<file path="config.mk">
export PLATFORM = sky130hd
export DESIGN_NAME = orde_idx_alloc
export DESIGN_NICKNAME = d
export VERILOG_FILES = /design/src/rtl/orde_idx_alloc_pkg.sv /design/src/rtl/orde_idx_alloc_ring_ptr.sv /design/src/rtl/orde_idx_alloc.sv
export SDC_FILE = /design/constraint.sdc
export NUM_CORES = 1
export LEC_CHECK = 0
export ABC_CLOCK_PERIOD_IN_PS = 3900
export CAP_MARGIN = 20
export CORE_AREA = 3 3 124 126
export DETAILED_ROUTE_END_ITERATION = 16
export DIE_AREA = 0 0 127 129
export PLACE_DENSITY_LB_ADDON = 0.12
export SLEW_MARGIN = 20
export SYNTH_ARGS = -nofsm -noshare
export SYNTH_HDL_FRONTEND = slang
export SYNTH_SLANG_ARGS = --single-unit
</file>
<file path="constraint.sdc">
create_clock -name clk -period 3.9 [get_ports clk]
set_input_delay 0.39 -clock clk [delete_from_list [all_inputs] [get_ports clk]]
set_output_delay 0.39 -clock clk [all_outputs]
set_load 0.01 [all_outputs]
</file>
<file path="src/rtl/orde_idx_alloc_pkg.sv">
// Shared ordering-engine definitions: default block geometry and block FSM states.
package aimc_lib;

    localparam int unsigned ORDE_NUM_PER_BLOCK = 32;
    localparam int unsigned ORDE_NUM_MAX_RD    = 512;

    typedef enum logic [1:0] {
        IDLE  = 2'd0,
        RUN   = 2'd1,
        DRAIN = 2'd2
    } orde_blk_state_e;

endpackage

</file>
<file path="src/rtl/orde_idx_alloc_ring_ptr.sv">
// Mod-N ring pointer with increment enable and +1 look-ahead.
//   clk, rst    : clock, asynchronous active-low reset
//   inc         : advance the pointer this cycle
//   ptr         : current pointer value
//   ptr_nxt     : ptr + 1 mod N (combinational)
module orde_ring_ptr #(
    parameter int unsigned N = 32
) (
    input  logic                 clk,
    input  logic                 rst,
    input  logic                 inc,
    output logic [$clog2(N)-1:0] ptr,
    output logic [$clog2(N)-1:0] ptr_nxt
);

    localparam int unsigned W = $clog2(N);

    // N is a power of two, so the natural W-bit wrap gives mod-N behaviour
    assign ptr_nxt = ptr + W'(1);

    always_ff @(posedge clk or negedge rst) begin
        if (!rst) begin
            ptr <= '0;
        end else if (inc) begin
            ptr <= ptr_nxt;
        end
    end

endmodule

</file>
<file path="src/rtl/orde_idx_alloc.sv">
// Entry-index allocator and in-order retirement controller for one ordering block.
// Hands out write slots for outgoing DMA reads, marks slots done on search
// matches, and retires done slots strictly in issue order.
//   clk, rst                         : clock, asynchronous active-low reset
//   alloc_req / alloc_ready          : packet insertion handshake
//   empty_idx(_valid)                : slot the next accepted packet goes to
//   resp_valid / resp_idx            : search match, global index
//   oldest_idx(_valid)               : head slot
//   oldest_idx_next(_valid)          : head+1 slot
//   retire_ready                     : downstream accepts a retirement
//   pop_idx(_valid)                  : registered retirement pulse
//   drain_req / drain_done           : stop allocating and empty the block
//   count                            : outstanding slots
//   err                              : sticky protocol error
module orde_idx_alloc
    import aimc_lib::*;
#(
    parameter int unsigned NUM_PER_BLOCK = ORDE_NUM_PER_BLOCK,
    parameter int unsigned NUM_MAX_RD    = ORDE_NUM_MAX_RD,
    parameter int unsigned BLOCK_IDX     = 1
) (
    input  logic                             clk,
    input  logic                             rst,
    input  logic                             alloc_req,
    output logic                             alloc_ready,
    output logic [$clog2(NUM_PER_BLOCK)-1:0] empty_idx,
    output logic                             empty_idx_valid,
    input  logic                             resp_valid,
    input  logic [$clog2(NUM_MAX_RD)-1:0]    resp_idx,
    output logic [$clog2(NUM_PER_BLOCK)-1:0] oldest_idx,
    output logic                             oldest_idx_valid,
    output logic [$clog2(NUM_PER_BLOCK)-1:0] oldest_idx_next,
    output logic                             oldest_idx_next_valid,
    input  logic                             retire_ready,
    output logic [$clog2(NUM_PER_BLOCK)-1:0] pop_idx,
    output logic                             pop_idx_valid,
    input  logic                             drain_req,
    output logic                             drain_done,
    output logic [$clog2(NUM_PER_BLOCK):0]   count,
    output logic                             err
);

    localparam int unsigned LW = $clog2(NUM_PER_BLOCK);
    localparam int unsigned RW = $clog2(NUM_MAX_RD);
    localparam int unsigned CW = LW + 1;
    localparam int unsigned HW = RW - LW;

    localparam logic [1:0] ST_IDLE  = 2'(IDLE);
    localparam logic [1:0] ST_RUN   = 2'(RUN);
    localparam logic [1:0] ST_DRAIN = 2'(DRAIN);

    logic [1:0]               state;
    logic [1:0]               state_nxt;
    logic [LW-1:0]            hd;
    logic [LW-1:0]            hd_nxt;
    logic [LW-1:0]            tl;
    logic [LW-1:0]            tl_nxt;
    logic [NUM_PER_BLOCK-1:0] vld;
    logic [NUM_PER_BLOCK-1:0] done;
    logic [NUM_PER_BLOCK-1:0] vld_nxt;
    logic [NUM_PER_BLOCK-1:0] done_nxt;
    logic [CW-1:0]            count_nxt;

    logic          full;
    logic          in_drain;
    logic          alloc_fire;
    logic          alloc_drop_err;
    logic          resp_hit;
    logic [LW-1:0] resp_local;
    logic          resp_ok;
    logic          resp_err;
    logic          retire_fire;
    logic          unused_tl_nxt;

    orde_ring_ptr #(.N(NUM_PER_BLOCK)) u_head (
        .clk     (clk),
        .rst     (rst),
        .inc     (retire_fire),
        .ptr     (hd),
        .ptr_nxt (hd_nxt)
    );

    orde_ring_ptr #(.N(NUM_PER_BLOCK)) u_tail (
        .clk     (clk),
        .rst     (rst),
        .inc     (alloc_fire),
        .ptr     (tl),
        .ptr_nxt (tl_nxt)
    );

    // tail look-ahead has no consumer in this block
    assign unused_tl_nxt = ^tl_nxt;

    // Allocation: blocked when full or draining; only a full-ring drop is an error
    assign full           = (count == CW'(NUM_PER_BLOCK));
    assign in_drain       = (state == ST_DRAIN);
    assign alloc_ready    = !full && !in_drain;
    assign alloc_fire     = alloc_req && alloc_ready;
    assign alloc_drop_err = alloc_req && full && !in_drain;

    // Block base is a multiple of N, so the upper index bits select the block
    assign resp_hit   = (resp_idx[RW-1:LW] == HW'(BLOCK_IDX));
    assign resp_local = resp_idx[LW-1:0];
    assign resp_ok    = resp_valid && resp_hit && vld[resp_local] && !done[resp_local];
    assign resp_err   = resp_valid && !(resp_hit && vld[resp_local] && !done[resp_local]);

    assign retire_fire = vld[hd] && done[hd] && retire_ready;

    assign count_nxt = count + CW'(alloc_fire) - CW'(retire_fire);

    // Per-slot status update; retire, allocate and mark never hit the same bit
    always_comb begin
        vld_nxt  = vld;
        done_nxt = done;
        if (retire_fire) begin
            vld_nxt[hd]  = 1'b0;
            done_nxt[hd] = 1'b0;
        end
        if (alloc_fire) begin
            vld_nxt[tl] = 1'b1;
        end
        if (resp_ok) begin
            done_nxt[resp_local] = 1'b1;
        end
    end

    // Block FSM next state
    always_comb begin
        state_nxt = state;
        case (state)
            ST_IDLE: begin
                if (drain_req) begin
                    state_nxt = ST_DRAIN;
                end else if (alloc_fire) begin
                    state_nxt = ST_RUN;
                end
            end
            ST_RUN: begin
                if (drain_req) begin
                    state_nxt = ST_DRAIN;
                end else if (count_nxt == '0) begin
                    state_nxt = ST_IDLE;
                end
            end
            ST_DRAIN: begin
                if (!drain_req && (count == '0)) begin
                    state_nxt = ST_IDLE;
                end
            end
            default: state_nxt = ST_IDLE;
        endcase
    end

    always_ff @(posedge clk or negedge rst) begin
        if (!rst) begin
            state         <= ST_IDLE;
            count         <= '0;
            vld           <= '0;
            done          <= '0;
            pop_idx       <= '0;
            pop_idx_valid <= 1'b0;
            err           <= 1'b0;
        end else begin
            state         <= state_nxt;
            count         <= count_nxt;
            vld           <= vld_nxt;
            done          <= done_nxt;
            pop_idx_valid <= retire_fire;
            if (retire_fire) begin
                pop_idx <= hd;
            end
            err <= err | alloc_drop_err | resp_err;
        end
    end

    assign empty_idx             = tl;
    assign empty_idx_valid       = alloc_ready;
    assign oldest_idx            = hd;
    assign oldest_idx_valid      = (count != '0);
    assign oldest_idx_next       = hd_nxt;
    assign oldest_idx_next_valid = (count > CW'(1));
    assign drain_done            = in_drain && (count == '0);

endmodule

</file>
==> flow_summary.yaml, run 1 <==
status:
  status: "completed"
die:
  num_rows: 44
  start_util_pct: 39.3
  ios: 48
  die_w_um: 127
  dieArea_um2: 16400
  core-area_um2: 14400
  die_h_um: 129
power_and_ir_drop:
  irDropWorstVdd_mv: 0.322
  p_switching_uw: 939
  p_leak_nw: 2.74
  clockPowerShare_pct: 32.2
  power_density_nw_per_um2: 431
  p_int_mw: 1.97
  power_frac_seq_pct: 37.3
  power_frac_comb_pct: 30.5
  switching_share_pct: 32.3
timing:
  fin_crit_ns: 3.79
  fin_setup_tns_ns: 0
  finalSetupViolCount: 0
  drv_slew: 0
  tightest_slew_ns: 0.932
  clock-skew-final_ns: 0.00816
  finalHoldViolations: 0
  timing.fmax_ghz: 0.264
  slew_headroom_pct: 37.9
  period_share_pct: 97.2
placement:
  gp_congestion: 0.931
  dpl-instance-area_um2: 6310
  hpwl_mm: 13.3
  numPortBuffers: 47
yosys:
  ys_seq_area_share_pct: 39.3
  synth_edf_count: 0
  synth-seq-cells: 89
  yosys_warnings: 0
  syn_area_um2: 5670
  syn-num-nets: 558
  syn_area_per_cell_um2: 10.8
  syn_inst: 523
  synth_cell_type_count: 70
  synth-main-ff-cell: "dfrtp_1"
  async_flop_share_pct: 100
job:
  drv_cap: 0
clock_network:
  cts_root_buf: "clkbuf_16"
  cts_tree: "yes"
  cts_made_buffers: 9
  hold_buffers: 0
  clk_pin_slew_ns: 0.07
  cts_buffer_depth: 2
  insertion_delay_ns: 0.35
  cts.sink_count: 89
  h-tree-depth: 3
route:
  drt-initial-drc-count: 530
  wl_per_cell_um: 23.9
  routed_wl_mm: 18.0
  drtPass1Iterations: 5
  drc: 0
  vias: 4695
  postRouteAntennaNets: 0
  detail_route.vias_per_cell: 6.22
setup_path:
  cp_max_fo: 8
  required_ns: 4.13
  cp-start-kind: "flip-flop"
  arrival_ns: 4.02
  worstSetupPathType: "flip-flop to flip-flop"
  end_kind: "flip-flop"
grt:
  grt_pass1_wl_mm: 27.6
  grt_max_degree: 72
  antenna_found_initial: 0
  grt_pass1_vias: 4605
  grt_use_total_pct: 22.2
  grt.overflow.total: 0
cells_and_area:
  drive_gt1_share_pct: 15.6
  syn2layout_area_growth_pct: 18.9
  fillers: 1340
  stdcell_area_um2: 6740
  layout.nets: 602
  num_antenna_cells: 0
min_path:
  hold_class: "input port to asynchronous set/reset pin"
## area by class of cell
type	instances	area [um^2]	share of cell area [%]
inverter	19	71.3	1.06
tap	184	230	3.42
clock inverter	3	65.1	0.965
sequential	89	2230	33.1
multi-input combinational	371	3160	46.8
clock buffer	12	246	3.66
timing repair buffer	77	742	11.0
## layer usage
metal,vias up,global-route usage (%),routed length (um)
li1,2102,-,-
met5,-,0,0
met1,2363,32.3,8250
met2,193,33.8,8200
met3,37,3.94,1150
met4,0,6.56,432
## final timing paths
| check | from | end | slack (ns) | cells past startpoint |
|---|---|---|---|---|
| max in group asynchronous | rst | done[4] | 2.92 | 2 |
| min | rst | pop_idx[4] | 0.17 | 1 |
| min reg2reg | err | err | 0.47 | 1 |
| max | u_head.ptr[0] | state[0] | 0.11 | 14 |
| max reg2reg | u_head.ptr[0] | state[0] | 0.11 | 14 |
| min in group clk | err | err | 0.47 | 1 |
## sequential cells by signal, indices dropped and copies added, names as in the netlist
signal	count
count	6
done	32
err	1
pop_idx	5
pop_idx_valid	1
state	2
u_head.ptr	5
u_tail.ptr	5
vld	32
## metrics by stage
step                      instances  hold WS [ns]  worst slack [ns]  util (%)  total power [mW]
after floorplan                 523        0.0944           -0.0869         -              1.54
after global placement          734         0.454             0.134      43.8              1.84
after detailed placement        734         0.457            0.0626      43.8              1.85
after CTS                       749         0.213            0.0345      45.9              2.80
after global routing            755         0.238           -0.0281      46.7              3.04
final                           755         0.174             0.109      46.7              2.90
## power groups by stage
stage               combinational, mW  sequential [mW]  clock [mW]
floorplan                       0.456             1.09           0
global placement                0.743             1.09           0
detailed placement              0.759             1.09           0
CTS                             0.763             1.08       0.954
global route                    0.949             1.09       0.992
finish                          0.886             1.08       0.935
## cell families (layout without fill, tap and decap cells)
kind of cell	count (synthesis)	in the layout	synth area share, %
AO/OA/AOI/OAI	149	149	22.1
AND/OR/NAND/NOR	130	130	12.2
flip-flops	89	89	39.3
buffers and inverters	63	111	5.87
multiplexers	57	57	13.6
adder cells (fa/ha/maj)	20	20	4.55
XOR/XNOR	15	15	2.32
## placed cells by master (no fill, tap or decap), types with 6 or more instances in the layout
cell type	count
clkbuf_16	10
nor2b_1	6
o22ai_1	7
nand3_1	7
a21oi_1	6
mux2i_1	36
nor3_1	7
and3_1	6
o2bb2ai_1	16
inv_1	17
ha_1	17
o221ai_1	6
xnor2_1	8
mux2_4	6
o211ai_1	29
dfrtp_1	88
a32o_1	16
mux4_2	12
clkdlybuf4s50_1	45
a22o_1	33
nand2_1	19
o2111ai_1	6
nor2_1	43
buf_4	26
## Yosys cell counts (8+ instances only)
cell	n	area, um^2
a32o_1	16	160
nand2_1	19	71.3
buf_2	14	70.1
o211ai_1	29	218
a21oi_1	8	40.0
o2bb2ai_1	16	140
ha_1	19	238
clkbuf_1	13	48.8
mux2i_1	36	360
a22o_1	33	289
inv_1	18	67.6
xnor2_1	9	78.8
nor2_1	45	169
dfrtp_1	89	2230
mux4_2	11	248
## worst max-delay path: stages (launching register included)
cell,delay (ns)
dfrtp_2,0.50
buf_12,0.17
mux4_2,0.50
a22oi_2,0.16
a22o_1,0.20
o2111ai_4,0.14
o211ai_4,0.12
inv_2,0.08
ha_4,0.25
inv_1,0.04
ha_2,0.18
fa_2,0.37
xor2_2,0.17
or4b_4,0.48
o41a_1,0.31
## what timing repair did
| item | CTS | global route |
|---|---|---|
| resized for setup | 0 | 13 |
| setup endpoints to repair | 0 | 1 |
| buffers inserted | 0 | 5 |
No activity file was read; power rests on OpenSTA's default activity.
==> run 2: changes to the inputs <==
- CORE_AREA: 3 3 124 126 -> 3 3 117 119
- DIE_AREA: 0 0 127 129 -> 0 0 120 122
==> flow_summary.yaml, run 2 (synthesis gave the netlist of run 1 again) <==
die:
  dieArea_um2: 14600
  die_w_um: 120
  ios: 48
  start_util_pct: 44.7
  num_rows: 41
  die_h_um: 122
  core-area_um2: 12700
route:
  postRouteAntennaNets: 0
  routed_wl_mm: 17.7
  route.met2.wl_mm: 7.80
  drtPass1Iterations: 5
  wl_per_cell_um: 23.8
  top_layer: "met4"
  drt-initial-drc-count: 575
  detail_route.vias_per_cell: 6.30
  vias: 4683
  wl_met3_mm: 1.13
  drc: 0
  wl_met1_mm: 8.35
power_and_ir_drop:
  switching_share_pct: 34.0
  p_switching_uw: 934
  p_total_mw: 2.75
  power_frac_comb_pct: 29.8
  power_frac_seq_pct: 39.4
  irDropWorstVdd_mv: 0.419
  power_density_nw_per_um2: 411
  p_leak_nw: 2.71
  clockPowerShare_pct: 30.8
  p_int_mw: 1.81
cells_and_area:
  regArea_um2: 2230
  largestRegisters: "done (32), vld (32), count (6)"
  syn2layout_area_growth_pct: 17.9
  mostFrequentLayoutCell: "dfrtp_1"
  final_cell_mix: "87 x dfrtp_1, 45 x nor2_1, 45 x clkdlybuf4s50_1"
  post-route-util_pct: 52.7
  layout.nets: 601
  fillers: 1186
  multi_input_area_um2: 3150
  num_antenna_cells: 0
  drive_gt1_share_pct: 15.4
setup_path:
  r2r_start: "u_head.ptr[0]"
  cp_max_fo: 10
  end_kind: "flip-flop"
  r2r_slack_ns: 0.16
  slowest_stage: "or4b_4"
  cp_top_family: "compound AO/OA/AOI/OAI gates"
  worstSetupPathType: "flip-flop to flip-flop"
  arrival_ns: 3.97
  cp-start-kind: "flip-flop"
  crit_chain: "buf_12 -> mux2i_1 -> o22ai_1 -> a21o_1 -> a221o_1 -> o211ai_4 -> inv_2 -> ha_4 -> inv_2 -> ha_4 -> fa_2 -> xor2_2 -> or4b_4 -> o41a_1"
  worst-path-buf-inv: 3
  cp.depth: 14
  required_ns: 4.13
  r2r_end: "state[0]"
  max_stage_delay_ns: 0.49
  reg2reg_depth: 14
clock_network:
  cts.sink_count: 89
  cts_tree: "yes"
  hold_buffers: 0
  insertion_delay_ns: 0.36
  cts_buffer_depth: 2
  h-tree-depth: 3
  cts_made_buffers: 9
  cts_root_buf: "clkbuf_16"
  clk_pin_slew_ns: 0.07
placement:
  numPortBuffers: 47
  pre_cts_ws_ns: -0.0208
  hpwl_mm: 13.0
  gp_congestion: 0.982
status:
  status: "completed"
grt:
  grt_pass1_vias: 4451
  grt_max_degree: 66
  grt.overflow.total: 0
  grt_use_total_pct: 24.8
  grt_pass1_wl_mm: 27.4
  antenna_found_initial: 0
timing:
  clock-skew-final_ns: 0.00919
  fin_setup_tns_ns: 0
  tightest_slew_ns: 0.877
  fin_crit_ns: 3.74
  timing.fmax_ghz: 0.267
  setup_slack_ns: 0.161
  period_share_pct: 95.9
  drv_slew: 0
  finalSetupViolCount: 0
  slew_headroom_pct: 41.5
  finalHoldViolations: 0
min_path:
  hold_class: "input port to asynchronous set/reset pin"
job:
  drv_cap: 0
run 2: cell types whose count changed in the layout (fill, tap and decap cells not counted), sizes merged:
cell	delta
bufinv	-2
clkbuf	-1
clkinvlp	+3
run 2: stage by stage:
stage	cell area, um^2	cells	hold slack (ns)
floorplan	5680	523	0.0944
global placement	6300	723	0.453
detailed placement	6300	723	0.469
CTS	6610	740	0.178
global route	6680	743	0.202
finish	6680	743	0.142
run 2: how the worst max path moves through the flow:
stage | startpoint | to | slack [ns]
2_1_floorplan | u_head.ptr[0] | state[0] | -0.09
3_3_place_gp | u_head.ptr[0] | state[0] | 0.07
3_5_place_dp | u_head.ptr[0] | state[0] | -0.02
4_1_cts | u_head.ptr[0] | state[0] | 0.01
5_1_grt | u_head.ptr[0] | state[0] | -0.005
6_report | u_head.ptr[0] | state[0] | 0.16
run 2: routing by layer:
metal | track usage [%] | up-vias
met3 | 5.43 | 24
met4 | 8.52 | 0
li1 | - | 2109
met5 | 0 | -
met1 | 37.1 | 2366
met2 | 35.2 | 184
run 2: repair_timing:
action                                  CTS  global route
gates resized for setup                   0             9
endpoints found under the setup margin    1             1
pin swaps                                 0             7
buffers inserted                          1             3
run 2: power groups by stage:
stage          Sequential [mW]  Clock, mW  Combinational [mW]
6_report                  1.08      0.845               0.818
5_1_grt                   1.10      0.898               0.876
4_1_cts                   1.08      0.855               0.767
3_5_place_dp              1.09          0               0.758
3_3_place_gp              1.10          0               0.749
2_1_floorplan             1.09          0               0.456
run 2: area by class of cell:
type / instances / share of cell area, %
Clock buffer: 12 / 3.84
Clock inverter: 4 / 0.412
Tap cell: 172 / 3.22
Multi-Input combinational cell: 371 / 47.1
Timing Repair Buffer: 76 / 10.9
Inverter: 19 / 1.07
Sequential cell: 89 / 33.4
==> variant 1 (flow settings as in run 1) <==
Register the output `count` once more, without a reset; this adds one clock of latency there. The other outputs are not delayed to match.
--- a/src/rtl/orde_idx_alloc.sv
+++ b/src/rtl/orde_idx_alloc.sv
@@ -49,6 +49,8 @@
     localparam logic [1:0] ST_RUN   = 2'(RUN);
     localparam logic [1:0] ST_DRAIN = 2'(DRAIN);
 
+    logic [$clog2(NUM_PER_BLOCK):0] count_s0;
+
     logic [1:0]               state;
     logic [1:0]               state_nxt;
     logic [LW-1:0]            hd;
@@ -92,7 +94,7 @@
     assign unused_tl_nxt = ^tl_nxt;
 
     // Allocation: blocked when full or draining; only a full-ring drop is an error
-    assign full           = (count == CW'(NUM_PER_BLOCK));
+    assign full           = (count_s0 == CW'(NUM_PER_BLOCK));
     assign in_drain       = (state == ST_DRAIN);
     assign alloc_ready    = !full && !in_drain;
     assign alloc_fire     = alloc_req && alloc_ready;
@@ -106,7 +108,7 @@
 
     assign retire_fire = vld[hd] && done[hd] && retire_ready;
 
-    assign count_nxt = count + CW'(alloc_fire) - CW'(retire_fire);
+    assign count_nxt = count_s0 + CW'(alloc_fire) - CW'(retire_fire);
 
     // Per-slot status update; retire, allocate and mark never hit the same bit
     always_comb begin
@@ -143,7 +145,7 @@
                 end
             end
             ST_DRAIN: begin
-                if (!drain_req && (count == '0)) begin
+                if (!drain_req && (count_s0 == '0)) begin
                     state_nxt = ST_IDLE;
                 end
             end
@@ -154,7 +156,7 @@
     always_ff @(posedge clk or negedge rst) begin
         if (!rst) begin
             state         <= ST_IDLE;
-            count         <= '0;
+            count_s0      <= '0;
             vld           <= '0;
             done          <= '0;
             pop_idx       <= '0;
@@ -162,7 +164,7 @@
             err           <= 1'b0;
         end else begin
             state         <= state_nxt;
-            count         <= count_nxt;
+            count_s0      <= count_nxt;
             vld           <= vld_nxt;
             done          <= done_nxt;
             pop_idx_valid <= retire_fire;
@@ -176,10 +178,14 @@
     assign empty_idx             = tl;
     assign empty_idx_valid       = alloc_ready;
     assign oldest_idx            = hd;
-    assign oldest_idx_valid      = (count != '0);
+    assign oldest_idx_valid      = (count_s0 != '0);
     assign oldest_idx_next       = hd_nxt;
-    assign oldest_idx_next_valid = (count > CW'(1));
-    assign drain_done            = in_drain && (count == '0);
+    assign oldest_idx_next_valid = (count_s0 > CW'(1));
+    assign drain_done            = in_drain && (count_s0 == '0);
+
+    always_ff @(posedge clk) begin
+        count <= count_s0;
+    end
 
 endmodule
 
Function: changed (Yosys sat finds a counterexample within 4 cycles, from zero or initial values and one cycle with rst low).
==> variant 1 against run 1 <==
Cell area fell by 0.59%; total power increased by 1.3%; synthesized area fell by 0.18%; sequential cell count increased by 6; count of clock-buffer cells in the layout down 2; routed wire length is 2.3% lower; first-iteration DRC count fell by 20%; worst setup slack better by 0.12 ns.
==> variant 1: results (changes against run 1) <==
p_sw_mw: 0.9792  # +4.3%
synth-xor-area-share_pct: 2.323  # +0.0041 points
synth_compound_area_share_pct: 15.97  # -6.1 points
multi_input_area_mm2: 0.003053  # -3.3%
slew_headroom_pct: 35.29  # -2.6 points
yosys.area_share.adder_pct: 4.558  # +0.0081 points
cp.arrival_ns: 3.91  # -0.11 ns
fin_skew_ns: 0.007860  # -0.0002970 ns
netlist_instances: 540  # +3.3%
nonClkBufAreaFrac_pct: 10.20  # -0.81 points
drtIter0Drc: 426  # -20%
nClkBuffers: 10  # -2
multiInputCombCellCount: 388  # +4.6%
dp_hpwl_um: 12670  # -4.5%
seq_area_frac_synth_pct: 41.50  # +2.2 points
vdd_ir_drop_max_mv: 0.4165  # +29%
clk_share_pct: 4.595  # -0.028 points
p_clk_mw: 0.919  # -2%
syn_area_mm2: 0.005655  # -0.18%
vias: 4591  # -2.2%
yosysUniqueCellTypes: 61  # -13%
fill_cells: 1355  # +1.1%
power.leakage_nw: 2.716  # -0.94%
grt_pass1_wl_um: 27400  # -0.90%
synthToLayoutAreaGrowth_pct: 18.45
buffers: 73  # -5.2%
reg2reg_depth: 15  # +1
preCtsSetupSlack_ns: 0.1979  # +0.1354 ns
muxShareOfSynthArea_pct: 13.54  # -0.11 points
inverters: 20  # +1
hold-worst-slack_ns: 0.1589  # -0.01546 ns
clkSinkCount: 95  # +6.7%
drive_above_1_share_pct: 13.01  # -2.6 points
rrSetupSlack_ns: 0.23  # +0.12 ns
synth_area_leaders: "dfrtp_1 (39%), mux2i_1 (9.6%), a22o_1 (5.0%)"
wirelength_um: 17610  # -2.3%
cts.root.buffer_cell: "clkbuf_16"
met1_usage_pct: 31.55  # -0.71 points
grtUsageTotal_pct: 21.93  # -0.22 points
p_seq_share_pct: 40.9  # +3.6 points
final_cells: 776  # +2.8%
use_met3_pct: 3.611  # -0.33 points
finalNetCount: 622  # +3.3%
crit_family: "adder cells"
async_flop_share_pct: 93.68  # -6.3 points
grt_use_met2_pct: 34.03  # +0.19 points
synthTopCellsByCount: "dfrtp_1 (89), mux2i_1 (54), nor2_1 (42), nand3_1 (35), a22o_1 (32)"
path_max_fanout: 18  # +10
post_dp_cell_area_mm2: 0.006336  # +0.38%
placed_cells: 754  # +2.7%
p_seq_mw: 1.21  # +12%
regArea_mm2: 0.002350  # +5.4%
crit_slowest_cell: "or4_1"
synth_fp_nets: 575  # +3.0%
outcome: "complete, no violations"
reg.largest.list: "done x32, vld x32"
[variant 1: worst max-delay path by stage]
stage                                    startpoint              endpoint  slack (ns)  depth (start not counted)
after floorplan           u_head.ptr[1]$_DFFE_PN0N_  state[0]$_DFFE_PN0P_        0.11                         16
after global placement    u_head.ptr[1]$_DFFE_PN0N_  state[0]$_DFFE_PN0P_        0.25                         15
after detailed placement  u_head.ptr[1]$_DFFE_PN0N_  state[0]$_DFFE_PN0P_        0.20                         16
after CTS                 u_head.ptr[1]$_DFFE_PN0N_  state[0]$_DFFE_PN0P_        0.20                         16
after global routing      u_head.ptr[1]$_DFFE_PN0N_  state[0]$_DFFE_PN0P_        0.03                         16
final                     u_head.ptr[1]$_DFFE_PN0N_  state[0]$_DFFE_PN0P_        0.23                         15
[variant 1: layer usage]
metal | vias to the layer above | wire, µm
li1 | 2109 | -
met3 | 20 | 909
met5 | - | 0
met2 | 150 | 7939
met4 | 0 | 293
met1 | 2312 | 8469
==> variant 2 (settings of run 1) <==
Made on the original files. Set the package constant `ORDE_NUM_PER_BLOCK` to 16 (it was 32).
--- a/src/rtl/orde_idx_alloc_pkg.sv
+++ b/src/rtl/orde_idx_alloc_pkg.sv
@@ -1,7 +1,7 @@
 // Shared ordering-engine definitions: default block geometry and block FSM states.
 package aimc_lib;
 
-    localparam int unsigned ORDE_NUM_PER_BLOCK = 32;
+    localparam int unsigned ORDE_NUM_PER_BLOCK = 16;
     localparam int unsigned ORDE_NUM_MAX_RD    = 512;
 
     typedef enum logic [1:0] {
Interface: changed (5 resized); port bits go from 48 to 43. The function was not compared with the original's and may differ.
==> variant 2 against run 1 <==
Clock power decreased by 50%; sequential cell count decreased by 36; global-route usage decreased by 10 points; synthesized area decreased by 43%; worst setup slack better by 0.21 ns; combinational power grew 26%; routed wire length decreased by 48%; total power down 18%; cell area down 40%; critical path type unchanged.
==> variant 2: results (changes against run 1) <==
preCtsSetupSlack_ns: 0.06850  # +0.005935 ns
nonClkBufAreaFrac_pct: 12.89  # +1.9 points
vias: 2405  # -49%
synthTopCellsByCount: "dfrtp_1 (53), nand2_1 (31), inv_1 (18), ha_1 (17), o2bb2ai_1 (17)"
grt_use_met2_pct: 18.43  # -15 points
synthToLayoutAreaGrowth_pct: 25.43
grtUsageTotal_pct: 11.85  # -10 points
drtIter0Drc: 123  # -77%
inverters: 18  # -1
met1_length_um: 4622  # -44%
clk_share_pct: 3.785  # -0.84 points
worst_pin_slew_ns: 0.7512  # -0.1810 ns
rrSetupSlack_ns: 0.32  # +0.21 ns
htreeDepth: 2  # -1
use_met3_pct: 2.532  # -1.4 points
finalNetCount: 361  # -40%
cts.root.buffer_cell: "clkbuf_16"
post_dp_cell_area_mm2: 0.003900  # -38%
finish.instance_area_mm2: 0.004066  # -40%
wirelength_um: 9422  # -48%
reg2reg_depth: 16  # +2
synth_fp_nets: 309  # -45%
multi_input_area_mm2: 0.001760  # -44%
rr_startpoint: "u_head.ptr[1]$_DFFE_PN0N_"
nClkBuffers: 5  # -7
outcome: "complete, no violations"
insertion_delay_ns: 0.30  # -0.05 ns
hold_class: "primary input to async pin"
power.leakage_nw: 1.709  # -38%
regArea_mm2: 0.001330  # -40%
grt_max_degree: 31  # -57%
muxShareOfSynthArea_pct: 16.13  # +2.5 points
globalplace.congestion: 0.8654  # -7.0%
routed_via_density: 4.688  # -25%
ys_seq_elements: 53  # -40%
port_buffers: 42  # -11%
wl_met3_um: 432  # -62%
synth-xor-area-share_pct: 2.702  # +0.38 points
met2_length_um: 4291  # -48%
dp_hpwl_um: 7481  # -44%
synth_area_leaders: "dfrtp_1 (41%), ha_1 (6.6%), mux4_2 (5.6%)"
path_max_fanout: 10  # +2
hold-worst-slack_ns: 0.06935  # -0.1050 ns
grt_pass1_wl_um: 14820  # -46%
buffers: 56  # -27%
syn_area_per_cell_um2: 11.75  # +8.4%
first_global_vias: 2542  # -45%
cp.arrival_ns: 3.75  # -0.27 ns
vdd_ir_drop_max_mv: 0.2807  # -13%
seq_area_frac_synth_pct: 40.91  # +1.6 points
synth_compound_area_share_pct: 16.06  # -6.1 points
dr.pass1.iters: 4  # -1
yosysUniqueCellTypes: 50  # -29%
multiInputCombCellCount: 194  # -48%
fin_skew_ns: 0.01102  # +0.002866 ns
==> variant 2: how the worst max path moves through the flow <==
stage                            to  depth (start not counted)                 startpoint  slack [ns]
2_1_floorplan  state[0]$_DFFE_PN0P_                         16  u_head.ptr[1]$_DFFE_PN0N_        0.38
3_3_place_gp   state[0]$_DFFE_PN0P_                         16               retire_ready        0.18
3_5_place_dp   state[0]$_DFFE_PN0P_                         16               retire_ready        0.07
4_1_cts        state[0]$_DFFE_PN0P_                         16  u_head.ptr[1]$_DFFE_PN0N_        0.13
5_1_grt        state[0]$_DFFE_PN0P_                         16  u_head.ptr[1]$_DFFE_PN0N_       -0.05
6_report       state[0]$_DFFE_PN0P_                         16  u_head.ptr[1]$_DFFE_PN0N_        0.32
==> variant 2: logic make-up (layout without fill, tap and decap cells) <==
group / after synthesis / after routing
and+or+nand+nor: 76 / 76
AOI/OAI and AO/OA: 59 / 59
DFF: 53 / 53
muxes: 31 / 31
buffers and inverters: 29 / 82
adders and majority gates: 18 / 18
xor gates and xnor gates: 10 / 10
==> variant 2: worst max-delay path: stages (launching register included) <==
cell	delay (ns)
dfrtp_2	0.45
buf_6	0.19
mux2_2	0.35
o2bb2ai_1	0.28
o32ai_4	0.13
o211ai_4	0.09
inv_1	0.09
ha_1	0.29
inv_1	0.06
ha_1	0.16
inv_1	0.05
fa_1	0.39
o21bai_1	0.15
a21oi_1	0.09
xor2_1	0.18
nor2_1	0.08
a2111oi_1	0.41
==> variant 2: power breakdown <==
part	total [mW]	internal [mW]	switching, mW
logic	1.12	0.555	0.567
registers	0.788	0.660	0.127
clock network	0.468	0.247	0.221
total	2.38	1.46	0.915
